[src/rtl/mac_arbiter_if.sv]
// Bundle of the requester, datapath and response signals around the shared
// multiply-add arbiter. The arbiter uses the slave view; the environment
// driving requests and returning datapath results uses the master view.
interface mac_arbiter_if #(
    parameter int NREQ = 4
);
    logic                 hold;
    logic [NREQ-1:0]      req_valid;
    logic [NREQ-1:0]      req_ready;
    logic [36*NREQ-1:0]   req_a;
    logic [36*NREQ-1:0]   req_b;
    logic [72*NREQ-1:0]   req_c;
    logic [35:0]          mac_a;
    logic [35:0]          mac_b;
    logic [71:0]          mac_c;
    logic [72:0]          mac_result;
    logic                 rsp_valid;
    logic [2:0]           rsp_id;
    logic [72:0]          rsp_data;
    logic                 busy;

    modport master (
        output hold, req_valid, req_a, req_b, req_c, mac_result,
        input  req_ready, mac_a, mac_b, mac_c, rsp_valid, rsp_id, rsp_data, busy
    );

    modport slave (
        input  hold, req_valid, req_a, req_b, req_c, mac_result,
        output req_ready, mac_a, mac_b, mac_c, rsp_valid, rsp_id, rsp_data, busy
    );
endinterface

[src/rtl/mac_arbiter.sv]
// Round-robin arbiter sharing one external 36x36+72 multiply-add datapath
// among NREQ requesters. One operation issues per cycle; a tag pipeline
// matching the datapath latency routes each result back to its owner.
module mac_arbiter #(
    parameter int NREQ    = 4,
    parameter int LATENCY = 3
) (
    input logic          clk,
    input logic          reset,
    mac_arbiter_if.slave bus
);
    localparam int PW = $clog2(NREQ);

    logic [PW-1:0] ptr_q;
    logic [PW-1:0] ptr_d;
    logic          gnt_vld;
    logic [PW-1:0] gnt_idx;
    logic [2:0]    gnt_id;
    logic          tag_vld;
    logic [2:0]    tag_id;
    logic          tag_busy;

    // Search from the pointer with wrap; the lowest offset that is valid wins.
    always_comb begin
        logic [PW-1:0] idx;
        idx     = '0;
        gnt_vld = 1'b0;
        gnt_idx = '0;
        for (int k = NREQ - 1; k >= 0; k--) begin
            idx = PW'((int'(ptr_q) + k) % NREQ);
            if (bus.req_valid[idx]) begin
                gnt_vld = 1'b1;
                gnt_idx = idx;
            end
        end
        if (reset || bus.hold) begin
            gnt_vld = 1'b0;
            gnt_idx = '0;
        end
    end

    assign gnt_id = 3'(gnt_idx);

    // Grant strobe and operand mux; everything is zero when nothing is granted.
    always_comb begin
        bus.req_ready = '0;
        bus.mac_a     = '0;
        bus.mac_b     = '0;
        bus.mac_c     = '0;
        for (int i = 0; i < NREQ; i++) begin
            if (gnt_vld && (int'(gnt_idx) == i)) begin
                bus.req_ready[i] = 1'b1;
                bus.mac_a        = bus.req_a[i*36 +: 36];
                bus.mac_b        = bus.req_b[i*36 +: 36];
                bus.mac_c        = bus.req_c[i*72 +: 72];
            end
        end
    end

    // Pointer moves just past the winner; idle cycles leave it alone.
    always_comb begin
        ptr_d = ptr_q;
        if (gnt_vld) begin
            ptr_d = (int'(gnt_idx) == NREQ - 1) ? '0 : gnt_idx + 1'b1;
        end
    end

    // Pointer register; reset restores requester 0 as highest priority.
    always_ff @(posedge clk) begin
        if (reset) begin
            ptr_q <= '0;
        end else begin
            ptr_q <= ptr_d;
        end
    end

    if (LATENCY > 0) begin : g_tag
        logic [LATENCY:1]      vld_q;
        logic [LATENCY:1]      vld_d;
        logic [LATENCY:1][2:0] id_q;
        logic [LATENCY:1][2:0] id_d;

        // Shift the {valid,id} tags one stage per cycle; no back-pressure exists.
        always_comb begin
            vld_d    = '0;
            id_d     = '0;
            vld_d[1] = gnt_vld;
            id_d[1]  = gnt_vld ? gnt_id : 3'd0;
            for (int s = 2; s <= LATENCY; s++) begin
                vld_d[s] = vld_q[s-1];
                id_d[s]  = id_q[s-1];
            end
        end

        // Tag registers; reset drops every operation still in flight.
        always_ff @(posedge clk) begin
            if (reset) begin
                vld_q <= '0;
                id_q  <= '0;
            end else begin
                vld_q <= vld_d;
                id_q  <= id_d;
            end
        end

        assign tag_vld  = vld_q[LATENCY];
        assign tag_id   = id_q[LATENCY];
        assign tag_busy = |vld_q;
    end else begin : g_notag
        assign tag_vld  = gnt_vld;
        assign tag_id   = gnt_vld ? gnt_id : 3'd0;
        assign tag_busy = 1'b0;
    end

    assign bus.rsp_valid = tag_vld & ~reset;
    assign bus.rsp_id    = reset ? 3'd0 : tag_id;
    assign bus.rsp_data  = bus.rsp_valid ? bus.mac_result : '0;
    assign bus.busy      = tag_busy & ~reset;
endmodule

[src/flat_wrapper.sv]
// flat-port wrapper written by rule: the top's interface ports become plain ports
module mac_arbiter_flat 
#(
    parameter int NREQ    = 4,
    parameter int LATENCY = 3
)
  (clk, reset, bus_hold, bus_req_valid, bus_req_a, bus_req_b, bus_req_c, bus_mac_result, bus_req_ready, bus_mac_a, bus_mac_b, bus_mac_c, bus_rsp_valid, bus_rsp_id, bus_rsp_data, bus_busy);
  mac_arbiter_if #(.NREQ(NREQ)) bus_i ();
  input logic clk;
  input logic reset;
  input wire logic [$bits(bus_i.hold)-1:0] bus_hold;
  input wire logic [$bits(bus_i.req_valid)-1:0] bus_req_valid;
  input wire logic [$bits(bus_i.req_a)-1:0] bus_req_a;
  input wire logic [$bits(bus_i.req_b)-1:0] bus_req_b;
  input wire logic [$bits(bus_i.req_c)-1:0] bus_req_c;
  input wire logic [$bits(bus_i.mac_result)-1:0] bus_mac_result;
  output wire logic [$bits(bus_i.req_ready)-1:0] bus_req_ready;
  output wire logic [$bits(bus_i.mac_a)-1:0] bus_mac_a;
  output wire logic [$bits(bus_i.mac_b)-1:0] bus_mac_b;
  output wire logic [$bits(bus_i.mac_c)-1:0] bus_mac_c;
  output wire logic [$bits(bus_i.rsp_valid)-1:0] bus_rsp_valid;
  output wire logic [$bits(bus_i.rsp_id)-1:0] bus_rsp_id;
  output wire logic [$bits(bus_i.rsp_data)-1:0] bus_rsp_data;
  output wire logic [$bits(bus_i.busy)-1:0] bus_busy;
  assign bus_i.hold = bus_hold;
  assign bus_i.req_valid = bus_req_valid;
  assign bus_i.req_a = bus_req_a;
  assign bus_i.req_b = bus_req_b;
  assign bus_i.req_c = bus_req_c;
  assign bus_i.mac_result = bus_mac_result;
  assign bus_req_ready = bus_i.req_ready;
  assign bus_mac_a = bus_i.mac_a;
  assign bus_mac_b = bus_i.mac_b;
  assign bus_mac_c = bus_i.mac_c;
  assign bus_rsp_valid = bus_i.rsp_valid;
  assign bus_rsp_id = bus_i.rsp_id;
  assign bus_rsp_data = bus_i.rsp_data;
  assign bus_busy = bus_i.busy;
  mac_arbiter #(.NREQ(NREQ), .LATENCY(LATENCY)) u_core (.clk(clk), .reset(reset), .bus(bus_i));
endmodule
[config.mk]
export PLATFORM = sky130hd
export DESIGN_NAME = mac_arbiter_flat
export DESIGN_NICKNAME = d
export VERILOG_FILES = /design/src/rtl/mac_arbiter_if.sv /design/src/rtl/mac_arbiter.sv /design/src/flat_wrapper.sv
export SDC_FILE = /design/constraint.sdc
export NUM_CORES = 1
export LEC_CHECK = 0
export ABC_AREA = 1
export ABC_CLOCK_PERIOD_IN_PS = 9600
export CAP_MARGIN = 15
export CORE_AREA = 2 2 339 341
export DETAILED_ROUTE_END_ITERATION = 12
export DIE_AREA = 0 0 341 343
export MAX_ROUTING_LAYER = met4
export PLACE_DENSITY_LB_ADDON = 0.15
export SLEW_MARGIN = 30
export SYNTH_ARGS = -nofsm -noshare
export SYNTH_HDL_FRONTEND = slang
export SYNTH_SLANG_ARGS = --single-unit
[constraint.sdc]
create_clock -name clk -period 9.6 [get_ports clk]
set_input_delay 1.44 -clock clk [delete_from_list [all_inputs] [get_ports clk]]
set_output_delay 1.44 -clock clk [all_outputs]
set_load 0.02 [all_outputs]
Yosys cells after proc, flatten, opt, wreduce, memory -nomap -nowiden
Cells that the tools add are included.

Bits in registers: 14. Output and inout port bits: 226. Word-level logic and storage cells: 66.

Add/subtract/negate cells: 4. $lt $le $gt $ge: 4. Equal/unequal tests: 3. Multiplexer cells: 37. Bitwise gates (word level): 4. Reduce and logical (&&, ||, !) cells: 8.

Operator list (count): $mux W36 (8); $mux W72 (4); $mux W73 (1); $mux W1 (13); $lt A2 B3 Y1 const B (4); $mux W2 (6); $bmux W1 S2 (4); $add A2 B1 Y2 const B (2); $add A2 B2 Y2 const B (2); $eq A2 B2 Y1 const B (2); $logic_and A1 B1 Y1 (4); $mux W3 (1); $reduce_or A3 Y1 (1); $and A1 B1 Y1 (2); $eq A2 B1 Y1 const B (1); $logic_not A2 Y1 (1); $not A1 Y1 (2); $reduce_or A2 Y1 (1); $logic_or A1 B1 Y1 (1).

Depth between registers and ports, before layout
Gate-level depths: netlist of run 1.

Depth in word-level cells: 14. Depth in mapped cells: 18.

Least setup slack after synthesis of run 1
OpenSTA, ideal clock, no wires.

Path kind: input-to-output. From: input port reset. To: output port bus_mac_c[41]. Arrival time: 4.012 ns. Required time: 8.160 ns. Setup slack: 4.148 ns. Cell stages on the path: 15. Cell sequence: nor2_1 > buf_4 > buf_2 > buf_1 > nand3_1 > inv_1 > ha_1 > clkbuf_1 > clkbuf_1 > buf_1 > nand4_1 > nand2_1 > clkinv_1 > nand2_1 > nand2_1.

Word-level cells in the longest chain between the ends: 8.

Ends and longest elaborated chain: start, declared (line flat_wrapper.sv:10) `input logic reset;`; $logic_or A1 B1 Y1 (*) (line mac_arbiter.sv:36) `if (reset || bus.hold) begin`; $mux W2 (*) (line mac_arbiter.sv:36); via u_core.gnt_idx[1] (line mac_arbiter.sv:17) `logic [PW-1:0] gnt_idx;`; $logic_not A2 Y1 (line mac_arbiter.sv:51) `if (gnt_vld && (int'(gnt_idx) == i)) begin`; $logic_and A1 B1 Y1 (line mac_arbiter.sv:51); $mux W72 (3 in series) (line mac_arbiter.sv:51); $mux W72 (*) (line mac_arbiter.sv:51); end, declared (line flat_wrapper.sv:20) `output wire logic [$bits(bus_i.mac_c)-1:0] bus_mac_c;`.

Mark *: on every way through the listed nets, which the timed path passes. The rest lies on a longest branch.

Worst setup path in the final report of run 1
From: input port reset. To: output port bus_mac_c[44].

Same word-level chain as after synthesis.

==> results of run 1 <==
## layout make-up
type | count | area, um2
Fill cell | 13300 | 93300
Timing Repair Buffer | 906 | 9100
Multi-Input combinational cell | 1434 | 6800
Inverter | 532 | 2000
Tap cell | 1512 | 1890
Sequential cell | 11 | 220
Clock buffer | 3 | 75.1
Antenna cell | 25 | 62.6
Clock inverter | 1 | 5.00
## layout by cell type (no fill, tap or decap), drive strengths merged
cell type,netlist,layout
nand2,607,607
nand4,432,432
dfxtp,11,11
o211ai,1,1
a211oi,1,1
a31oi,1,1
conb,1,1
clkinv,38,39
nor2,232,232
diode,0,25
inv,494,494
clkdlybuf4s50,0,880
ha,4,4
buf,118,26
o21ai,2,2
nand3,152,152
a21boi,1,1
clkbuf,98,3
## critical path: cells and delay by family
kind,cells,cell delay (ps)
compound gates,1,470
fa+ha+maj,1,630
buf+inv,5,2780
simple gates,6,920
## worst min path at each step
stage | startpoint | end | slack (ps) | cells after the start
finish | u_core.g_tag.id_d[4] | u_core.g_tag.id_d[7] | 400 | 2
global route | u_core.g_tag.id_d[4] | u_core.g_tag.id_d[7] | 410 | 2
CTS | u_core.g_tag.id_d[3] | u_core.g_tag.id_d[6] | 400 | 2
detailed placement | u_core.g_tag.id_d[3] | u_core.g_tag.id_d[6] | 390 | 2
global placement | u_core.g_tag.id_d[7] | u_core.tag_id[1] | 390 | 2
floorplan | u_core.g_tag.id_d[3] | u_core.g_tag.id_d[6] | 390 | 2
## kinds of logic (layout without fill, tap and decap cells)
| group | Yosys count | after routing | synth area share [%] |
|---|---|---|---|
| buf+inv | 748 | 1442 | 31.1 |
| flops | 11 | 11 | 2.18 |
| compound gates | 6 | 6 | 0.385 |
| fa+ha+maj | 4 | 4 | 0.496 |
| other cells | 1 | 26 | 0.0372 |
| simple gates | 1423 | 1423 | 65.8 |
## synthesized netlist by cell type (all sizes together) (2+ instances only)
library cell	number
nand2	607
inv	494
nand4	432
nor2	232
nand3	152
buf	118
clkbuf	98
clkinv	38
dfxtp	11
ha	4
o21ai	2
## routing by layer
metal / routed length [um] / global-route usage (%)
met5: 0 / -
met2: 40800 / 23.7
met4: 1040 / 2.01
met1: 33600 / 15.4
met3: 6580 / 4.19
## through the flow
step                      cells  worst slack (ps)  utilization (%)  cell area [um2]  total power, mW
after floorplan            2193              4150                -            10100            0.587
after global placement     4394              1440             17.6            20000             1.18
after detailed placement   4395              1560             17.6            20000             1.17
after CTS                  4399              1550             17.7            20100             1.26
after global routing       4424              1340             17.8            20200             1.33
final                      4424              1740             17.8            20200             1.23
## registers in the layout, summed over array words and instances, names as in the netlist
register and count:
u_core.g_tag.vld_q 3, u_core.ptr_q 2, u_core.g_tag.id_d 4, u_core.tag_id 2
## power groups by stage
| stage | combinational, mW | sequential, mW | clock, mW |
|---|---|---|---|
| floorplan | 0.534 | 0.0523 | 0 |
| global placement | 1.13 | 0.0530 | 0 |
| detailed placement | 1.12 | 0.0528 | 0 |
| CTS | 1.13 | 0.0521 | 0.0773 |
| global route | 1.20 | 0.0524 | 0.0806 |
| finish | 1.10 | 0.0521 | 0.0746 |
==> impl_metrics.toml, run 1 <==
[setup_path]
cp.required_ps = 8160
critical_path_startpoint = "reset"
timing_worst_setup_path_type = "in2out"
r2r-start = "u_core.ptr_q[0]"
r2r_cells = 11
endpoint = "bus_mac_c[44]"
critical_path.startpoint_type = "input port"
setup.worst_path.end_class = "output pin"
critPathSlowestCell = "sky130_fd_sc_hd__buf_4"
stage_delay_of_the_slowest_cell_on_the_critical_path_ps = 710
data_arrival_time_of_the_critical_path_ps = 6420
timing.reg2reg.setup_slack_ps = 7040
critPathMaxFanout = 68
critical_path.reg2reg.endpoint = "u_core.ptr_q[0]"
crit_chain = "clkdlybuf4s50_1 -> nor2_4 -> buf_4 -> o211ai_1 -> inv_1 -> ha_4 -> buf_4 -> nor2_1 -> nand4_1 -> nand3_1 -> nand2_1 -> nand2_1 -> clkdlybuf4s50_1"

[yosys]
post_synth_num_cell_types = 24
synth_enable_flop_cells = 0
netlist_instances = 2193
post_synth.cell_area_avg_um2 = 4.60
synth_nets = 2853
synth_warnings = 0
synth.cell_area_um2 = 10100
ys_ff_latch = 11
dominantRegCellSynth = "sky130_fd_sc_hd__dfxtp_1"
yosys.area.top_type_share_pct = 26.8
postSynth.asyncResetShare_pct = 0
netlist.top_cell.by_area = "sky130_fd_sc_hd__nand4_1"
synth_area_leaders = "sky130_fd_sc_hd__nand4_1, sky130_fd_sc_hd__nand2_1, sky130_fd_sc_hd__inv_1"
synth_seq_area_share_pct = 2.18

[detailed_routing]
drtAntennaViolNets = 0
drc_errors = 0
routed_via_density = 3.69
finalWirelength_um = 82000
num_vias = 16300
wire_per_inst_um = 18.5
drt_first_pass_iters = 6
drt_first_iter_violations = 658

[clock_network]
hold_bufs_at_cts = 0
number_of_clock_buffers_inserted_by_tritoncts = 3
clockRootBuffer = "sky130_fd_sc_hd__clkbuf_16"
clk_pin_slew_worst_paths_ps = 40
cts_tree = "built"
htree_levels = 1
longest_clk_path_bufs = 2
numClockSinks = 11
insertion_delay_ps = 240
postCtsSetupRepairBufs = 0
post_cts.resized_instances = 0

[sta]
timing_hold_violations_final = 0
final.period_utilization_pct = 81.9
tightest_slew_ps = 1010
relSlewSlack_pct = 32.7
hold_slack_ps = 395
clock_skew_ps = 2.64
final.setup.tns_ps = 0
finalMaxSlewViolations = 0
clock.fmax_mhz = 127
grt_setup_unrepaired = "no"
finalSetupViolations = 0
final.min_clock_period_ps = 7860

[power]
pwr-share-comb_pct = 89.7
switching_share_pct = 51.7
total_leakage_power_nw = 9.81
power_frac_seq_pct = 4.3
internal-power_mw = 0.592
power_density_nw_per_um2 = 60.8
power.switching_mw = 0.633
clockPowerShare_pct = 6.1
ir_drop_mv = 0.0495

[global_route]
first_pass_grt_wire_length_um = 116000
grt_start_max_net_pins = 183
via_count_of_the_first_global_routing_pass = 16100
grt_use_total_pct = 13.6
grt_antenna_before_repair = 31
grt_total_ovfl = 0

[die]
initial_core_util_pct = 8.89
rows = 124
dieHeight_um = 343
die_area_um2 = 117000
pin_count = 882
die-width_um = 341
core-area_um2 = 113000

[final_layout]
finalNetCount = 3548
area_growth_pct = 99.9
drive_gt1_share_pct = 1.56

[place]
io_buffers = 880
detailed_place_hpwl_um = 63700
gp_routability_congestion = 0.801

[worst_hold_path]
hold_class = "reg2reg"

[run]
drv.max_cap_violation_count = 0

[status]
run_status = "completed"
Note: power is estimated with default switching activity, not from simulation.
==> inputs of run 2 (changes only) <==
--- a/config.mk
+++ b/config.mk
@@ -6,11 +6,11 @@
 export NUM_CORES = 1
 export LEC_CHECK = 0
 export ABC_AREA = 1
-export ABC_CLOCK_PERIOD_IN_PS = 9600
+export ABC_CLOCK_PERIOD_IN_PS = 7600
 export CAP_MARGIN = 15
-export CORE_AREA = 2 2 339 341
+export CORE_AREA = 2 2 338 340
 export DETAILED_ROUTE_END_ITERATION = 12
-export DIE_AREA = 0 0 341 343
+export DIE_AREA = 0 0 340 342
 export MAX_ROUTING_LAYER = met4
 export PLACE_DENSITY_LB_ADDON = 0.15
 export SLEW_MARGIN = 30
==> constraint.sdc (replaced) <==
create_clock -name clk -period 7.6 [get_ports clk]
set_input_delay 1.14 -clock clk [delete_from_list [all_inputs] [get_ports clk]]
set_output_delay 1.14 -clock clk [all_outputs]
set_load 0.02 [all_outputs]
==> run 2 against run 1 <==
Effect of this change: cell count is essentially flat; utilization increased by 0.15 points; clock power up 28%; die area decreased by 0.58%; power increased by 28%; largest power group unchanged.
==> impl_metrics.toml, run 2 (synthesized netlist as in run 1, its figures left out) <==
[power]
total_leakage_power_nw = 9.89
power_density_nw_per_um2 = 77.4
ir_drop_mv = 0.0767

[setup_path]
most_frequent_cell_on_critical_path = "sky130_fd_sc_hd__nand2_1"
critical_path.reg2reg.endpoint = "u_core.ptr_q[0]"
critPathSlowestCell = "sky130_fd_sc_hd__buf_4"
critical_path.startpoint_type = "input port"
r2r_cells = 12
crit_chain = "clkdlybuf4s50_1 -> nand2_1 -> nand2_1 -> nand2_1 -> a21boi_0 -> o21ai_0 -> nand2_1 -> nand3_1 -> inv_1 -> ha_1 -> nand3_4 -> inv_6 -> buf_4 -> nand2_1 -> nand2_1 -> clkdlybuf4s50_1"
setup.worst_path.end_class = "output pin"
r2r-start = "u_core.ptr_q[0]"
timing_worst_setup_path_type = "in2out"
stage_delay_of_the_slowest_cell_on_the_critical_path_ps = 640
timing.reg2reg.setup_slack_ps = 5010
cp.required_ps = 6460
data_arrival_time_of_the_critical_path_ps = 5300
critPathMaxFanout = 64

[final_layout]
final_design_area_no_fill_um2 = 20300
area_growth_pct = 101
finalNetCount = 3559
drive_gt1_share_pct = 1.90
largest_register_ffs = 4
leading_cell_type_in_the_layout_fill_and_taps_excluded = "sky130_fd_sc_hd__clkdlybuf4s50_1"
final_cell_mix = "sky130_fd_sc_hd__clkdlybuf4s50_1, sky130_fd_sc_hd__nand2_1, sky130_fd_sc_hd__inv_1"

[detailed_routing]
wire_per_inst_um = 18.3
num_vias = 16300
drt_first_iter_violations = 757
routed_via_density = 3.67
drt_first_pass_iters = 7
drtAntennaViolNets = 0
finalWirelength_um = 80800
drc_errors = 0

[clock_network]
clockRootBuffer = "sky130_fd_sc_hd__clkbuf_16"
insertion_delay_ps = 240
post_cts.resized_instances = 0
number_of_clock_buffers_inserted_by_tritoncts = 3
clk_pin_slew_worst_paths_ps = 40
postCtsSetupRepairBufs = 0
hold_bufs_at_cts = 0
htree_levels = 1
numClockSinks = 11
longest_clk_path_bufs = 2
cts_tree = "built"

[sta]
final.setup.tns_ps = 0
final.min_clock_period_ps = 6440
timing_hold_violations_final = 0
relSlewSlack_pct = 41.7
clock_skew_ps = 6.29
grt_setup_unrepaired = "no"
final.period_utilization_pct = 84.7
finalSetupViolations = 0
finalMaxSlewViolations = 0
clock.fmax_mhz = 155
hold_slack_ps = 398
tightest_slew_ps = 875

[die]
die_area_um2 = 116000
rows = 124
die-width_um = 340
core-area_um2 = 113000
initial_core_util_pct = 8.92
dieHeight_um = 342
pin_count = 882

[place]
dp_area_um2 = 20200
detailed_place_hpwl_um = 63500
gp_routability_congestion = 0.816
io_buffers = 880

[global_route]
first_pass_grt_wire_length_um = 115000
grt_total_ovfl = 0
via_count_of_the_first_global_routing_pass = 16300
grt_start_max_net_pins = 157
grt_use_total_pct = 13.5
grt_antenna_before_repair = 25

[worst_hold_path]
hold_class = "reg2reg"
hold-path-endpoint = "u_core.tag_id[0]"
min_delay_path_depth = 2
hold_start = "u_core.g_tag.id_d[6]"

[status]
run_status = "completed"

[run]
drv.max_cap_violation_count = 0
-- run 2: changes by cell type in the layout (fill, tap and decap cells not counted), sizes merged --
cell	before	now
buf	26	37
clkinv	39	38
clkbuf	3	4
diode	25	18
-- run 2: cell type report --
class,instances,area [um2]
multi-input combinational,1434,6800
fill,13200,92800
tap,1512,1890
sequential,11,220
antenna,18,45.0
inverter,532,2000
clock buffer,4,78.8
timing repair buffer,917,9240
-- run 2: how the worst max path moves through the flow --
stage	cells past startpoint	startpoint	to	slack, ps
after floorplan	15	reset	bus_mac_c[41]	2750
after global placement	17	bus_req_valid[1]	bus_mac_c[12]	1070
after detailed placement	17	bus_req_valid[1]	bus_mac_c[27]	1050
after CTS	16	bus_req_valid[2]	bus_mac_c[28]	1050
after global routing	16	bus_req_valid[3]	bus_mac_c[40]	680
final	16	bus_req_valid[2]	bus_mac_c[28]	1160
-- run 2: stage by stage --
stage | power, mW | setup slack [ps] | instances | utilization (%)
finish | 1.57 | 1160 | 4428 | 17.9
CTS | 1.60 | 1050 | 4410 | 17.9
global placement | 1.50 | 1070 | 4406 | 17.8
floorplan | 0.741 | 2750 | 2193 | -
detailed placement | 1.50 | 1050 | 4406 | 17.8
global route | 1.71 | 682 | 4428 | 17.9
-- run 2: power breakdown --
| part | switching, mW | total (mW) | internal (mW) | leakage, nW |
|---|---|---|---|---|
| combinational | 0.779 | 1.41 | 0.629 | 9.76 |
| clock | 0.0253 | 0.0957 | 0.0704 | 0.0383 |
| sequential | 0.00341 | 0.0660 | 0.0626 | 0.0901 |
| total | 0.808 | 1.57 | 0.761 | 9.89 |
-- run 2: worst max-delay path, delay by kind of cell --
kind | cells | cell delay (ps)
AND/OR/NAND/NOR | 8 | 1140
adder cells (fa/ha/maj) | 1 | 210
AO/OA/AOI/OAI | 2 | 270
buffers and inverters | 5 | 2420
-- run 2: routing by layer --
| metal | GRT usage (%) | share of wire, % | up-vias |
|---|---|---|---|
| met5 | - | 0 | - |
| met4 | 1.39 | 0.94 | 0 |
| met3 | 3.58 | 7.2 | 28 |
| met2 | 23.8 | 50 | 525 |
| met1 | 15.8 | 41 | 7396 |
| li1 | - | - | 8313 |
